==> src/rtl/sram_image_reader_pkg.sv <==
// Shared types for the SRAM image reader: FSM encoding and the sideband
// bundle that travels alongside each read.
package sram_image_reader_pkg;

  typedef enum logic [1:0] {
    ST_IDLE  = 2'd0,
    ST_ISSUE = 2'd1,
    ST_DRAIN = 2'd2,
    ST_FIN   = 2'd3
  } rd_state_t;

  // Buffer entry layout is {flags, data}; flags sit in the top bits.
  typedef struct packed {
    logic sof;
    logic eol;
    logic eof;
  } pix_flags_t;

  localparam int FLAGS_W = $bits(pix_flags_t);

endpackage

==> src/rtl/sram_rd_skid.sv <==
// Two-entry FIFO that catches SRAM read returns. The head is presented from
// registers and reads as zero when the FIFO is empty.
module sram_rd_skid
  import sram_image_reader_pkg::*;
#(
  parameter int WIDTH = 8 + FLAGS_W
) (
  input  logic             clk,
  input  logic             reset_n,
  input  logic             push,
  input  logic [WIDTH-1:0] push_data,
  input  logic             pop,
  output logic             out_valid,
  output logic [WIDTH-1:0] out_data,
  output logic [1:0]       occupancy
);

  logic [WIDTH-1:0] mem_q [2];
  logic [WIDTH-1:0] mem_d [2];
  logic             wr_ptr_q, wr_ptr_d;
  logic             rd_ptr_q, rd_ptr_d;
  logic [1:0]       count_q, count_d;
  logic             pop_ok;

  assign out_valid = (count_q != 2'd0);
  assign out_data  = out_valid ? mem_q[rd_ptr_q] : '0;
  assign occupancy = count_q;
  assign pop_ok    = pop && out_valid;

  // Pointer and count update; push and pop may happen in the same cycle.
  always_comb begin
    mem_d    = mem_q;
    wr_ptr_d = wr_ptr_q;
    rd_ptr_d = rd_ptr_q;
    count_d  = count_q;
    if (push) begin
      mem_d[wr_ptr_q] = push_data;
      wr_ptr_d        = ~wr_ptr_q;
    end
    if (pop_ok) begin
      rd_ptr_d = ~rd_ptr_q;
    end
    case ({push, pop_ok})
      2'b10:   count_d = count_q + 2'd1;
      2'b01:   count_d = count_q - 2'd1;
      default: count_d = count_q;
    endcase
  end

  // Storage and pointer registers.
  always_ff @(posedge clk or negedge reset_n) begin
    if (!reset_n) begin
      mem_q[0] <= '0;
      mem_q[1] <= '0;
      wr_ptr_q <= 1'b0;
      rd_ptr_q <= 1'b0;
      count_q  <= 2'd0;
    end else begin
      mem_q    <= mem_d;
      wr_ptr_q <= wr_ptr_d;
      rd_ptr_q <= rd_ptr_d;
      count_q  <= count_d;
    end
  end

endmodule

==> src/rtl/sram_image_reader.sv <==
// Streams an img_w x img_h rectangle out of block SRAM as a valid/ready
// pixel stream with sof/eol/eof markers.
//
//   state    | meaning
//   ---------+-----------------------------------------------------------
//   ST_IDLE  | waiting for start; operands latched when it is accepted
//   ST_ISSUE | one SRAM read per cycle whenever a buffer slot is free
//   ST_DRAIN | all reads issued; waiting for the eof pixel to be accepted
//   ST_FIN   | one-cycle done pulse, then back to idle
module sram_image_reader
  import sram_image_reader_pkg::*;
#(
  parameter int DATA_WIDTH = 8,
  parameter int ADDR_WIDTH = 16,
  parameter int DIM_WIDTH  = 9
) (
  input  logic                  clk,
  input  logic                  reset_n,
  input  logic                  start,
  input  logic [ADDR_WIDTH-1:0] base_addr,
  input  logic [DIM_WIDTH-1:0]  img_w,
  input  logic [DIM_WIDTH-1:0]  img_h,
  output logic                  busy,
  output logic                  done,
  output logic                  sram_en,
  output logic                  sram_we,
  output logic [ADDR_WIDTH-1:0] sram_addr,
  input  logic [DATA_WIDTH-1:0] sram_data,
  output logic                  pix_valid,
  input  logic                  pix_ready,
  output logic [DATA_WIDTH-1:0] pix_data,
  output logic                  pix_sof,
  output logic                  pix_eol,
  output logic                  pix_eof
);

  localparam int BW = DATA_WIDTH + FLAGS_W;

  rd_state_t             state_q, state_d;
  logic [ADDR_WIDTH-1:0] addr_q, addr_d;
  logic [DIM_WIDTH-1:0]  x_q, x_d, y_q, y_d, w_q, w_d, h_q, h_d;
  logic                  inflight_q, inflight_d;
  pix_flags_t            sb_q, sb_d;
  logic                  busy_q, busy_d, done_q, done_d;

  logic                  head_valid, pop, issue, last_x, last_y;
  logic [BW-1:0]         head_data;
  logic [1:0]            occ;
  logic [2:0]            used;
  pix_flags_t            head_flags;

  sram_rd_skid #(.WIDTH(BW)) u_skid (
    .clk       (clk),
    .reset_n   (reset_n),
    .push      (inflight_q),
    .push_data ({sb_q, sram_data}),
    .pop       (pop),
    .out_valid (head_valid),
    .out_data  (head_data),
    .occupancy (occ)
  );

  assign head_flags = head_data[BW-1 -: FLAGS_W];
  assign pop        = head_valid && pix_ready;
  assign last_x     = (x_q == w_q - DIM_WIDTH'(1));
  assign last_y     = (y_q == h_q - DIM_WIDTH'(1));

  // A head being accepted this cycle frees its slot at the same edge the new
  // read's data would land, so it counts as credit; this keeps 1 pixel/cycle.
  assign used  = {1'b0, occ} + {2'b00, inflight_q};
  assign issue = (state_q == ST_ISSUE) && (used < (3'd2 + {2'b00, pop}));

  assign sram_en   = issue;
  assign sram_we   = 1'b0;
  assign sram_addr = addr_q;
  assign busy      = busy_q;
  assign done      = done_q;
  assign pix_valid = head_valid;
  assign pix_data  = head_data[DATA_WIDTH-1:0];
  assign pix_sof   = head_flags.sof;
  assign pix_eol   = head_flags.eol;
  assign pix_eof   = head_flags.eof;

  // Next-state, raster counters and sideband for the read being issued.
  always_comb begin
    state_d    = state_q;
    addr_d     = addr_q;
    x_d        = x_q;
    y_d        = y_q;
    w_d        = w_q;
    h_d        = h_q;
    inflight_d = issue;
    sb_d       = '0;
    if (issue) begin
      sb_d.sof = (x_q == '0) && (y_q == '0);
      sb_d.eol = last_x;
      sb_d.eof = last_x && last_y;
    end
    case (state_q)
      ST_IDLE: begin
        if (start) begin
          w_d    = img_w;
          h_d    = img_h;
          addr_d = base_addr;
          x_d    = '0;
          y_d    = '0;
          state_d = (img_w == '0 || img_h == '0) ? ST_FIN : ST_ISSUE;
        end
      end
      ST_ISSUE: begin
        if (issue) begin
          addr_d = addr_q + ADDR_WIDTH'(1);
          if (last_x) begin
            x_d = '0;
            y_d = y_q + DIM_WIDTH'(1);
            if (last_y) state_d = ST_DRAIN;
          end else begin
            x_d = x_q + DIM_WIDTH'(1);
          end
        end
      end
      ST_DRAIN: begin
        if (pop && head_flags.eof && !inflight_q) state_d = ST_FIN;
      end
      default: state_d = ST_IDLE;
    endcase
    busy_d = (state_d != ST_IDLE);
    done_d = (state_d == ST_FIN);
  end

  // All control state, with busy/done registered alongside the FSM.
  always_ff @(posedge clk or negedge reset_n) begin
    if (!reset_n) begin
      state_q    <= ST_IDLE;
      addr_q     <= '0;
      x_q        <= '0;
      y_q        <= '0;
      w_q        <= '0;
      h_q        <= '0;
      inflight_q <= 1'b0;
      sb_q       <= '0;
      busy_q     <= 1'b0;
      done_q     <= 1'b0;
    end else begin
      state_q    <= state_d;
      addr_q     <= addr_d;
      x_q        <= x_d;
      y_q        <= y_d;
      w_q        <= w_d;
      h_q        <= h_d;
      inflight_q <= inflight_d;
      sb_q       <= sb_d;
      busy_q     <= busy_d;
      done_q     <= done_d;
    end
  end

endmodule
==> config.mk <==
export PLATFORM = sky130hd
export DESIGN_NAME = sram_image_reader
export DESIGN_NICKNAME = d
export VERILOG_FILES = /design/src/rtl/sram_image_reader_pkg.sv /design/src/rtl/sram_rd_skid.sv /design/src/rtl/sram_image_reader.sv
export SDC_FILE = /design/constraint.sdc
export NUM_CORES = 1
export LEC_CHECK = 0
export BUFFER_PORTS_ARGS = -buffer_cell sky130_fd_sc_hd__buf_4
export CAP_MARGIN = 20
export CELL_PAD_IN_SITES_DETAIL_PLACEMENT = 0
export CELL_PAD_IN_SITES_GLOBAL_PLACEMENT = 1
export CORE_UTILIZATION = 25
export DETAILED_ROUTE_END_ITERATION = 12
export GPL_TIMING_DRIVEN = 0
export PLACE_DENSITY_LB_ADDON = 0.1
export SLEW_MARGIN = 20
export SYNTH_ARGS = -nofsm -noshare
export SYNTH_HDL_FRONTEND = slang
export SYNTH_SLANG_ARGS = --single-unit
export TNS_END_PERCENT = 20
==> constraint.sdc <==
create_clock -name clk -period 4.4 [get_ports clk]
set_input_delay 0.44 -clock clk [delete_from_list [all_inputs] [get_ports clk]]
set_output_delay 0.44 -clock clk [all_outputs]
set_load 0.02 [all_outputs]
==> results of run 1 <==
## power by group
| part | total, uW | internal [uW] | switching [uW] |
|---|---|---|---|
| Sequential | 1380 | 1070 | 305 |
| Combinational | 2000 | 800 | 1200 |
| Clock | 755 | 390 | 364 |
| Total | 4130 | 2260 | 1870 |
## flip-flops by register name, summed over array words and instances (netlist names)
register	flops
u_skid.occupancy	2
sram_addr	16
u_skid.mem_q	22
u_skid.rd_ptr_q	1
u_skid.wr_ptr_q	1
x_q	9
done	1
y_q	9
busy	1
w_q	9
sb_q	3
inflight_q	1
state_q	2
h_q	9
## synthesized netlist by cell type, drive strengths merged, types with 2 or more instances
| cell type | n | area, um2 |
|---|---|---|
| o21ai | 35 | 175 |
| a211oi | 6 | 50.1 |
| xor2 | 14 | 123 |
| o21bai | 3 | 22.5 |
| or2 | 3 | 18.8 |
| nor4b | 3 | 26.3 |
| nor3b | 2 | 15.0 |
| o32ai | 2 | 17.5 |
| or3 | 5 | 31.3 |
| a311oi | 2 | 17.5 |
| and3 | 9 | 56.3 |
| ha | 10 | 125 |
| a21oi | 35 | 179 |
| nor4 | 9 | 56.3 |
| nand2 | 78 | 295 |
| dfrtp | 86 | 2150 |
| a2bb2oi | 2 | 17.5 |
| a31oi | 3 | 18.8 |
| mux2i | 12 | 120 |
| o31ai | 5 | 37.5 |
| xnor2 | 19 | 166 |
| buf | 7 | 35.0 |
| a2111oi | 2 | 36.3 |
| nand4 | 10 | 62.6 |
| nand3b | 2 | 15.0 |
| a21o | 3 | 22.5 |
| mux2 | 22 | 248 |
| o22ai | 5 | 31.3 |
| nor2b | 4 | 25.0 |
| nand3 | 27 | 135 |
| clkbuf | 21 | 80.1 |
| or4 | 4 | 30.0 |
| nor2 | 44 | 170 |
| inv | 19 | 71.3 |
| nor3 | 14 | 81.3 |
## per-layer routing
layer / vias up / wire length [um] / GRT usage, %
met5: - / 0 / 0
met4: 0 / 120 / 3.68
met3: 7 / 616 / 3.60
met2: 94 / 6800 / 24.8
met1: 2073 / 6750 / 19.5
li1: 2094 / - / -
## logic make-up (layout without fill, tap and decap cells)
family	Yosys count	count (layout)	synth area share [%]
buf+inv	47	139	3.81
mux	34	34	7.51
fa+ha+maj	11	11	2.76
xor+xnor	34	34	6.36
simple gates	216	216	21.1
compound gates	112	112	14.5
flops	86	86	43.9
other cells	1	1	0.0766
## worst register-to-register path, cell delays in order (launching register included)
cell and delay (ns):
dfrtp_1 0.32, buf_2 0.18, inv_1 0.08, ha_1 0.19
buf_2 0.16, o21bai_1 0.20, a211oi_1 0.39, a2111oi_0 0.15
a211oi_2 0.55, nand2_2 0.29, nor4_1 0.52, mux2i_1 0.23
## path summary, 6_finish.rpt
check,to,startpoint
max,y_q[6],w_q[0]
min,u_skid.mem_q[4],reset_n
max reg2reg,y_q[6],w_q[0]
min reg2reg,u_skid.wr_ptr_q,u_skid.wr_ptr_q
max in group asynchronous,w_q[2],reset_n
min in group clk,w_q[5],img_w[5]
## layout by cell type, fill, tap and decap left out, drive strengths merged, types with 21 or more instances in the layout
cell type,n
a21oi,35
buf,83
clkbuf,30
dfrtp,86
inv,21
mux2,22
nand2,78
nand3,27
nor2,44
o21ai,35
## layout make-up
class	count	area share [%]
plain buffers	28	1.89
well taps	260	5.35
inverters	19	1.17
clock inverters	7	0.947
repair buffers	76	9.44
multi-input cells	408	42.1
flip-flops and latches	86	35.4
clock buffers	9	3.70
## per-stage QoR
step	hold slack, ns	std cells	total power [uW]	setup slack (ns)
floorplan	0.144	541	2670	1.69
global placement	0.480	877	3400	1.06
detailed placement	0.492	877	3430	1.09
CTS	0.194	893	4210	1.08
global route	0.226	893	4480	0.810
finish	0.156	893	4130	1.07
==> flow_summary.json, run 1 <==
{
  "status": "finished clean",
  "avgSynthCellArea_um2": 9.05,
  "routed_via_density": 4.78,
  "rows": 50,
  "drive_above_1_share_pct": 21.0,
  "ys.flop_type": "dfrtp_1",
  "grt_pass1_wl_um": 23100,
  "worstSetupPathType": "reg2reg",
  "cts_made_buffers": 9,
  "tightest_slew_ns": 0.815,
  "dp_hpwl_um": 10300,
  "postPlaceCellArea_um2": 5800,
  "first_pass_iters": 5,
  "crit_slowest_cell": "a211oi_2",
  "grt_setup_unrepaired": "no",
  "slew_viol_final": 0,
  "critPathMostFrequentCell": "buf_2",
  "async_flop_share_pct": 100,
  "crit_family": "compound AO/OA/AOI/OAI gates",
  "synth_edf_count": 0,
  "final_hold_viol_count": 0,
  "synth_warnings": 0,
  "synth_nets": 597,
  "p_per_area_nw_per_um2": 680,
  "reg2reg_depth": 11,
  "hold_buffers": 0,
  "cts_root_buffer": "clkbuf_16",
  "clk_path_buf_depth": 2,
  "syn-cell-area_um2": 4900,
  "setup_viol": 0,
  "fillers": 2014,
  "gp_congestion": 0.797,
  "layout.nets": 684,
  "worstPathArrival_ns": 3.60,
  "drtIter0Drc": 210,
  "fin_worst_skew_ns": 0.0110,
  "die_w_um": 142,
  "final_antenna_net_count": 0,
  "crit_chain": "buf_2 -> inv_1 -> ha_1 -> buf_2 -> o21bai_1 -> a211oi_1 -> a2111oi_0 -> a211oi_2 -> nand2_2 -> nor4_1 -> mux2i_1",
  "insertedDiodeCount": 0,
  "core_region_area_um2": 19000,
  "detail_route.wirelength_um": 14300,
  "end_kind": "register",
  "slew_headroom_pct": 45.7,
  "cts_resized": 0,
  "gr-total-overflow": 0,
  "ctsHtreeMaxLevel": 3,
  "max_stage_delay_ns": 0.55,
  "maxCapViolCount": 0,
  "num_vias": 4268,
  "post_cts_buffers": 0,
  "ir_drop_v": 0.000215,
  "grt_pass1_vias": 4288,
  "io_buffers": 76,
  "antenna_found_initial": 0,
  "yosys_register_bits": 86,
  "remaining_drc_errors": 0,
  "synth_cell_types": 60,
  "path_max_fanout": 10,
  "finalCriticalPeriod_ns": 3.33,
  "crit_required_ns": 4.67,
  "r2r_slack_ns": 1.07,
  "critPathLaunchType": "register",
  "crit_buf_inv": 3,
  "clock_sinks": 86,
  "min_path_type": "in2async",
  "cts_tree": "built",
  "clk_pin_slew_ns": 0.07,
  "die_h_um": 142,
  "grt_max_degree": 87,
  "p_leak_uw": 0.00269,
  "design_area_um2": 6080,
  "dieArea_um2": 20200,
  "multi_input_area_um2": 2560,
  "wire_per_inst_um": 16.0,
  "area_growth_syn_to_layout_pct": 24.1,
  "initial_core_util_pct": 25.8,
  "regArea_um2": 2150,
  "fin_crit_sh_pct": 75.6,
  "syn-instance-count": 541,
  "cp.depth": 11,
  "pin_count": 78,
  "fin_tns_setup_ns": 0,
  "fin_util_pct": 32.1,
  "clock.fmax_mhz": 301,
  "grt_use_total_pct": 15.0,
  "ys_seq_area_share_pct": 43.9,
  "worstSkewPairLatency_ns": 0.35
}
Note: power is estimated with default switching activity, not from simulation.
==> run 2, diff against run 1 <==
Clock period 4.4 ns to 2.8 ns, I/O delays scaled along.
==> run 2 against run 1 <==
The flow now finishes with violations (hold timing). Highest routed layer unchanged. Via count increased by 2.7%. Register-to-register slack got worse by 1.0 ns. Critical endpoint is now y_q[8]. Wire length grew 2.3%. Clock power grew 56%. Die area unchanged. First-iteration DRC count increased by 1.9%. Clock-buffer cell count stayed put.
==> flow_summary.json, run 2 (synthesis results as in run 1) <==
{
  "cts_made_buffers": 9,
  "remaining_drc_errors": 0,
  "final_hold_viol_count": 14,
  "mostFrequentLayoutCells": "buf_4 (87), dfrtp_1 (85), nand2_1 (77)",
  "multi_input_area_um2": 2650,
  "gr-total-overflow": 0,
  "insertedDiodeCount": 0,
  "setup_viol": 0,
  "endpoint": "y_q[8]",
  "detail_route.wirelength_um": 14600,
  "rows": 50,
  "routed_via_density": 4.84,
  "die_w_um": 142,
  "cts_root_buffer": "clkbuf_16",
  "drtIter0Drc": 214,
  "min_path_type": "in2async",
  "dieArea_um2": 20200,
  "num_vias": 4384,
  "end_kind": "register",
  "ctsHtreeMaxLevel": 3,
  "clk_path_buf_depth": 2,
  "p_leak_uw": 0.00276,
  "grt_max_degree": 87,
  "max_stage_delay_ns": 0.48,
  "grt_use_total_pct": 15.2,
  "regArea_um2": 2150,
  "gp_congestion": 0.797,
  "maxCapViolCount": 0,
  "fillers": 2006,
  "worstSkewPairLatency_ns": 0.36,
  "fin_util_pct": 33.2,
  "first_pass_iters": 4,
  "crit_required_ns": 3.07,
  "clock.fmax_mhz": 367,
  "grt_setup_unrepaired": "yes",
  "total_power_uw": 6800,
  "worstSetupPathType": "reg2reg",
  "layout.nets": 696,
  "r2r_slack_ns": 0.07,
  "final_antenna_net_count": 0,
  "slew_headroom_pct": 43.6,
  "stdcell_count": 905,
  "status": "finished, violations left",
  "dp_cells": 877,
  "reg2reg_depth": 11,
  "initial_core_util_pct": 25.8,
  "wire_per_inst_um": 16.1,
  "largest_reg_flops": 22,
  "die_h_um": 142,
  "grt_pass1_vias": 4354,
  "fin_worst_skew_ns": 0.0118,
  "antenna_found_initial": 0,
  "worstReg2RegStart": "w_q[1]",
  "path_max_fanout": 6,
  "startpoint": "w_q[1]",
  "violations": "hold timing",
  "holdWs_ns": -0.0430,
  "tightest_slew_ns": 0.846,
  "cts_tree": "built",
  "largest_register": "u_skid.mem_q",
  "core_region_area_um2": 19000,
  "io_buffers": 76,
  "clk_pin_slew_ns": 0.07,
  "grt_pass1_wl_um": 23600,
  "ir_drop_v": 0.000357,
  "finalCriticalPeriod_ns": 2.73,
  "worstPathArrival_ns": 3.00,
  "critPathLaunchType": "register",
  "dp_hpwl_um": 10300,
  "reg2reg_to": "y_q[8]",
  "slew_viol_final": 0,
  "pin_count": 78,
  "area_growth_syn_to_layout_pct": 28.4,
  "final_common_cell": "buf_4",
  "drive_above_1_share_pct": 24.5,
  "clock_sinks": 86,
  "fin_crit_sh_pct": 97.4,
  "p_per_area_nw_per_um2": 1080,
  "crit_chain": "inv_2 -> ha_4 -> xnor3_1 -> nand3_1 -> a211o_1 -> a211oi_4 -> buf_6 -> buf_4 -> nand3_2 -> or4_1 -> a21oi_1",
  "crit_slowest_cell": "or4_1"
}
-- run 2: cell types whose count changed in the layout (fill, tap and decap cells not counted), sizes merged --
cell and delta:
buf +12
-- run 2: area by class of cell --
class                      instances  area share [%]
clock buffer                       9            3.58
timing repair buffer              89            10.9
tap                              260            5.17
inverter                          19            1.17
clock inverter                     7           0.915
sequential                        86            34.2
buffer                            27            1.85
multi-input combinational        408            42.1
-- run 2: worst max-delay path, delay by kind of cell (launching register included) --
| family | cells | cell delay [ns] |
|---|---|---|
| AO/OA/AOI/OAI | 3 | 0.82 |
| XOR/XNOR | 1 | 0.20 |
| adder cells (fa/ha/maj) | 1 | 0.19 |
| buffers and inverters | 3 | 0.34 |
| flip-flops | 1 | 0.46 |
| AND/OR/NAND/NOR | 3 | 0.64 |
-- run 2: metrics by stage --
| stage | area (um2) | worst slack (ns) | TNS, ns |
|---|---|---|---|
| 2_1_floorplan | 4900 | 0.0899 | 0 |
| 3_3_place_gp | 5790 | -0.542 | -4.71 |
| 3_5_place_dp | 5800 | -0.509 | -4.55 |
| 4_1_cts | 6200 | 0.00831 | 0 |
| 5_1_grt | 6290 | -0.0517 | -0.105 |
| 6_report | 6290 | 0.0735 | 0 |
-- run 2: power by group --
part / switching, uW / leakage (uW) / internal (uW)
combinational: 2000 / 0.00157 / 1440
sequential: 491 / 0.00106 / 1690
clock: 571 / 0.000134 / 613
total: 3060 / 0.00276 / 3740
-- run 2: repair_timing --
action                                  4_1_cts  5_1_grt
pin swaps                                     7        5
hold buffers                                  0        0
resized for setup                            17        8
setup buffers                                 6        7
endpoints found under the setup margin       19       30
-- run 2: per-layer routing --
metal / vias up / GRT usage (%) / wire length, um
met2: 90 / 25.4 / 6990
met3: 11 / 3.60 / 539
li1: 2123 / - / -
met1: 2160 / 19.9 / 6940
met4: 0 / 3.68 / 144
met5: - / 0 / 0
-- run 2: how the worst min path moves through the flow --
stage / startpoint / to / slack (ns) / cells after the start
2_1_floorplan: reset_n / busy / -0.02 / 0
3_3_place_gp: u_skid.wr_ptr_q / u_skid.wr_ptr_q / 0.48 / 1
3_5_place_dp: reset_n / u_skid.mem_q[4] / 0.43 / 1
4_1_cts: reset_n / u_skid.mem_q[4] / 0.03 / 1
5_1_grt: reset_n / u_skid.mem_q[4] / 0.07 / 1
6_report: reset_n / u_skid.mem_q[4] / -0.04 / 1
==> run 3, diff against run 2 <==
Settings changed: CTS_BUF_LIST set to sky130_fd_sc_hd__clkbuf_4.
==> run 3 against run 2 <==
The run now ends clean. Non-clock buffer count is 29 higher. Wire length increased by 0.21%. Clock skew grew 0.017 ns. Final area up 1.6%. Combinational power barely moved. Register-to-register slack got worse by 0.05 ns. Die area unchanged. Worst setup slack lost 0.049 ns. Utilization up 0.53 points. Largest power group unchanged. Hold slack better by 0.092 ns. Sequential share of layout area shrank 0.54 points. Maximum frequency shrank 1.8%. Critical path type unchanged.
==> flow_summary.json, run 3 (synthesis results as in run 1) <==
{
  "area_growth_syn_to_layout_pct": 30.4,
  "status": "finished clean",
  "p_per_area_nw_per_um2": 982,
  "initial_core_util_pct": 25.8,
  "p_leak_uw": 0.00285,
  "drtIter0Drc": 205,
  "fin_ws_ns": 0.0246,
  "slew_headroom_pct": 45.7,
  "final_common_cell": "buf_4",
  "wire_per_inst_um": 15.7,
  "crit_slowest_cell": "or4_1",
  "met2_usage_pct": 25.8,
  "p_int_uw": 3310,
  "fin_util_pct": 33.7,
  "holdWs_ns": 0.0493,
  "clk_pin_slew_ns": 0.18,
  "slew_viol_final": 0,
  "max_stage_delay_ns": 0.51,
  "crit_chain": "ha_1 -> ha_1 -> o21ai_0 -> nand3b_1 -> inv_4 -> nor2_1 -> or4_1 -> or3_1 -> a21oi_1",
  "pre_cts_ws_ns": -0.509,
  "switching_power_uw": 2960,
  "grt_use_total_pct": 15.3,
  "met3_usage_pct": 3.73,
  "tightest_slew_ns": 0.815,
  "maxCapViolCount": 0,
  "crit_buf_inv": 1,
  "die_h_um": 142,
  "final_antenna_net_count": 0,
  "seq_power_share_pct": 34.3,
  "largest_reg_flops": 22,
  "swShare_pct": 47.2,
  "die_w_um": 142,
  "grt.busiest_layer": "met2",
  "final_hold_viol_count": 0,
  "routed_via_density": 4.84,
  "cts_root_buffer": "clkbuf_4",
  "dieArea_um2": 20200,
  "setup_viol": 0,
  "antenna_found_initial": 1,
  "first_pass_iters": 4,
  "detail_route.wirelength_um": 14600,
  "num_vias": 4521,
  "total_power_uw": 6270,
  "worstSetupPathType": "reg2reg",
  "comb_power_share_pct": 54.5,
  "path_max_fanout": 11,
  "stdcell_count": 935,
  "min_path_type": "in2reg",
  "clock.fmax_mhz": 360,
  "critPathMostFrequentCell": "ha_1",
  "grt_setup_unrepaired": "yes",
  "pin_count": 78,
  "drive_above_1_share_pct": 23.6,
  "rows": 50,
  "clk_path_buf_depth": 2,
  "worstSkewPairLatency_ns": 0.48,
  "mostFrequentLayoutCells": "buf_4 (91), dfrtp_1 (85), nand2_1 (77)",
  "grt_pass1_wl_um": 23700,
  "end_kind": "register",
  "dp_hpwl_um": 10300,
  "fillers": 2001,
  "crit_required_ns": 3.19,
  "layout.nets": 725,
  "grt_max_degree": 87,
  "use_met1_pct": 19.6,
  "dp_cells": 877,
  "worstPathArrival_ns": 3.17,
  "finalCriticalPeriod_ns": 2.78,
  "remaining_drc_errors": 0,
  "core_region_area_um2": 19000,
  "clock_sinks": 86,
  "io_buffers": 76,
  "critPathLaunchType": "register",
  "fin_crit_sh_pct": 99.1,
  "fin_worst_skew_ns": 0.0292,
  "grt_pass1_vias": 4474,
  "gr-total-overflow": 0,
  "cts_made_buffers": 9,
  "crit_family": "simple AND/OR/NAND/NOR gates",
  "pwr-share-clk_pct": 11.1,
  "ctsHtreeMaxLevel": 3,
  "gp_congestion": 0.797,
  "cts_tree": "built",
  "largest_register": "u_skid.mem_q",
  "ir_drop_v": 0.000280
}
[run 3: cell types whose count changed in the layout (fill, tap and decap cells not counted), moves of 4 or more]
| cell | change |
|---|---|
| buf_4 | +4 |
| clkbuf_16 | -9 |
| clkbuf_4 | +9 |
| dlygate4sd3_1 | +26 |
[run 3: area by class of cell]
class	count	area [um2]	area share (%)
diodes	1	2.50	0.0392
plain buffers	28	130	2.04
clock buffers	9	67.6	1.06
clock inverters	7	57.6	0.901
inverters	19	73.8	1.16
multi-input cells	408	2630	41.2
flip-flops and latches	86	2150	33.7
well taps	260	325	5.09
repair buffers	117	947	14.8
[run 3: per-stage QoR]
stage / instance area [um2] / setup TNS, ns
2_1_floorplan: 4900 / 0
3_3_place_gp: 5790 / -4.71
3_5_place_dp: 5800 / -4.55
4_1_cts: 6260 / -0.0292
5_1_grt: 6390 / -0.762
6_report: 6390 / 0
[run 3: final timing paths]
check	from	to	slack, ns	cells after the start
min in group asynchronous	reset_n	u_skid.mem_q[4]	0.43	2
hold reg to reg	u_skid.wr_ptr_q	u_skid.wr_ptr_q	0.51	1
setup reg to reg	u_skid.occupancy[0]	y_q[5]	0.02	9
hold / removal	base_addr[1]	sram_addr[1]	0.05	3
setup / recovery	u_skid.occupancy[0]	y_q[5]	0.02	9
max in group asynchronous	reset_n	w_q[1]	1.78	2
[run 3: repair_timing]
action                                  CTS  global route
pin swaps                                 6             6
gates resized for setup                  13            14
endpoints found under the setup margin   20            32
hold buffers                             22             4
setup buffers                             7             8
endpoints found under the hold margin   110             5
[run 3: worst register-to-register path, cell delays in order (launching register included)]
cell      delay, ns
dfrtp_1        0.47
ha_1           0.21
ha_1           0.26
o21ai_0        0.07
nand3b_1       0.33
inv_4          0.28
nor2_1         0.14
or4_1          0.51
or3_1          0.32
a21oi_1        0.14
[run 3: power groups by stage]
stage | logic [uW] | registers [uW] | clock network (uW)
final | 3420 | 2150 | 698
after global routing | 3790 | 2240 | 793
after CTS | 3370 | 2170 | 743
after detailed placement | 3200 | 2190 | 0
after global placement | 3170 | 2170 | 0
after floorplan | 2000 | 2190 | 0
[run 3: layer usage]
metal  up-vias  wire length [um]
met1      2223              6900
met3        11               561
li1       2190                 -
met4         0               146
met5         -                 0
met2        97              7030
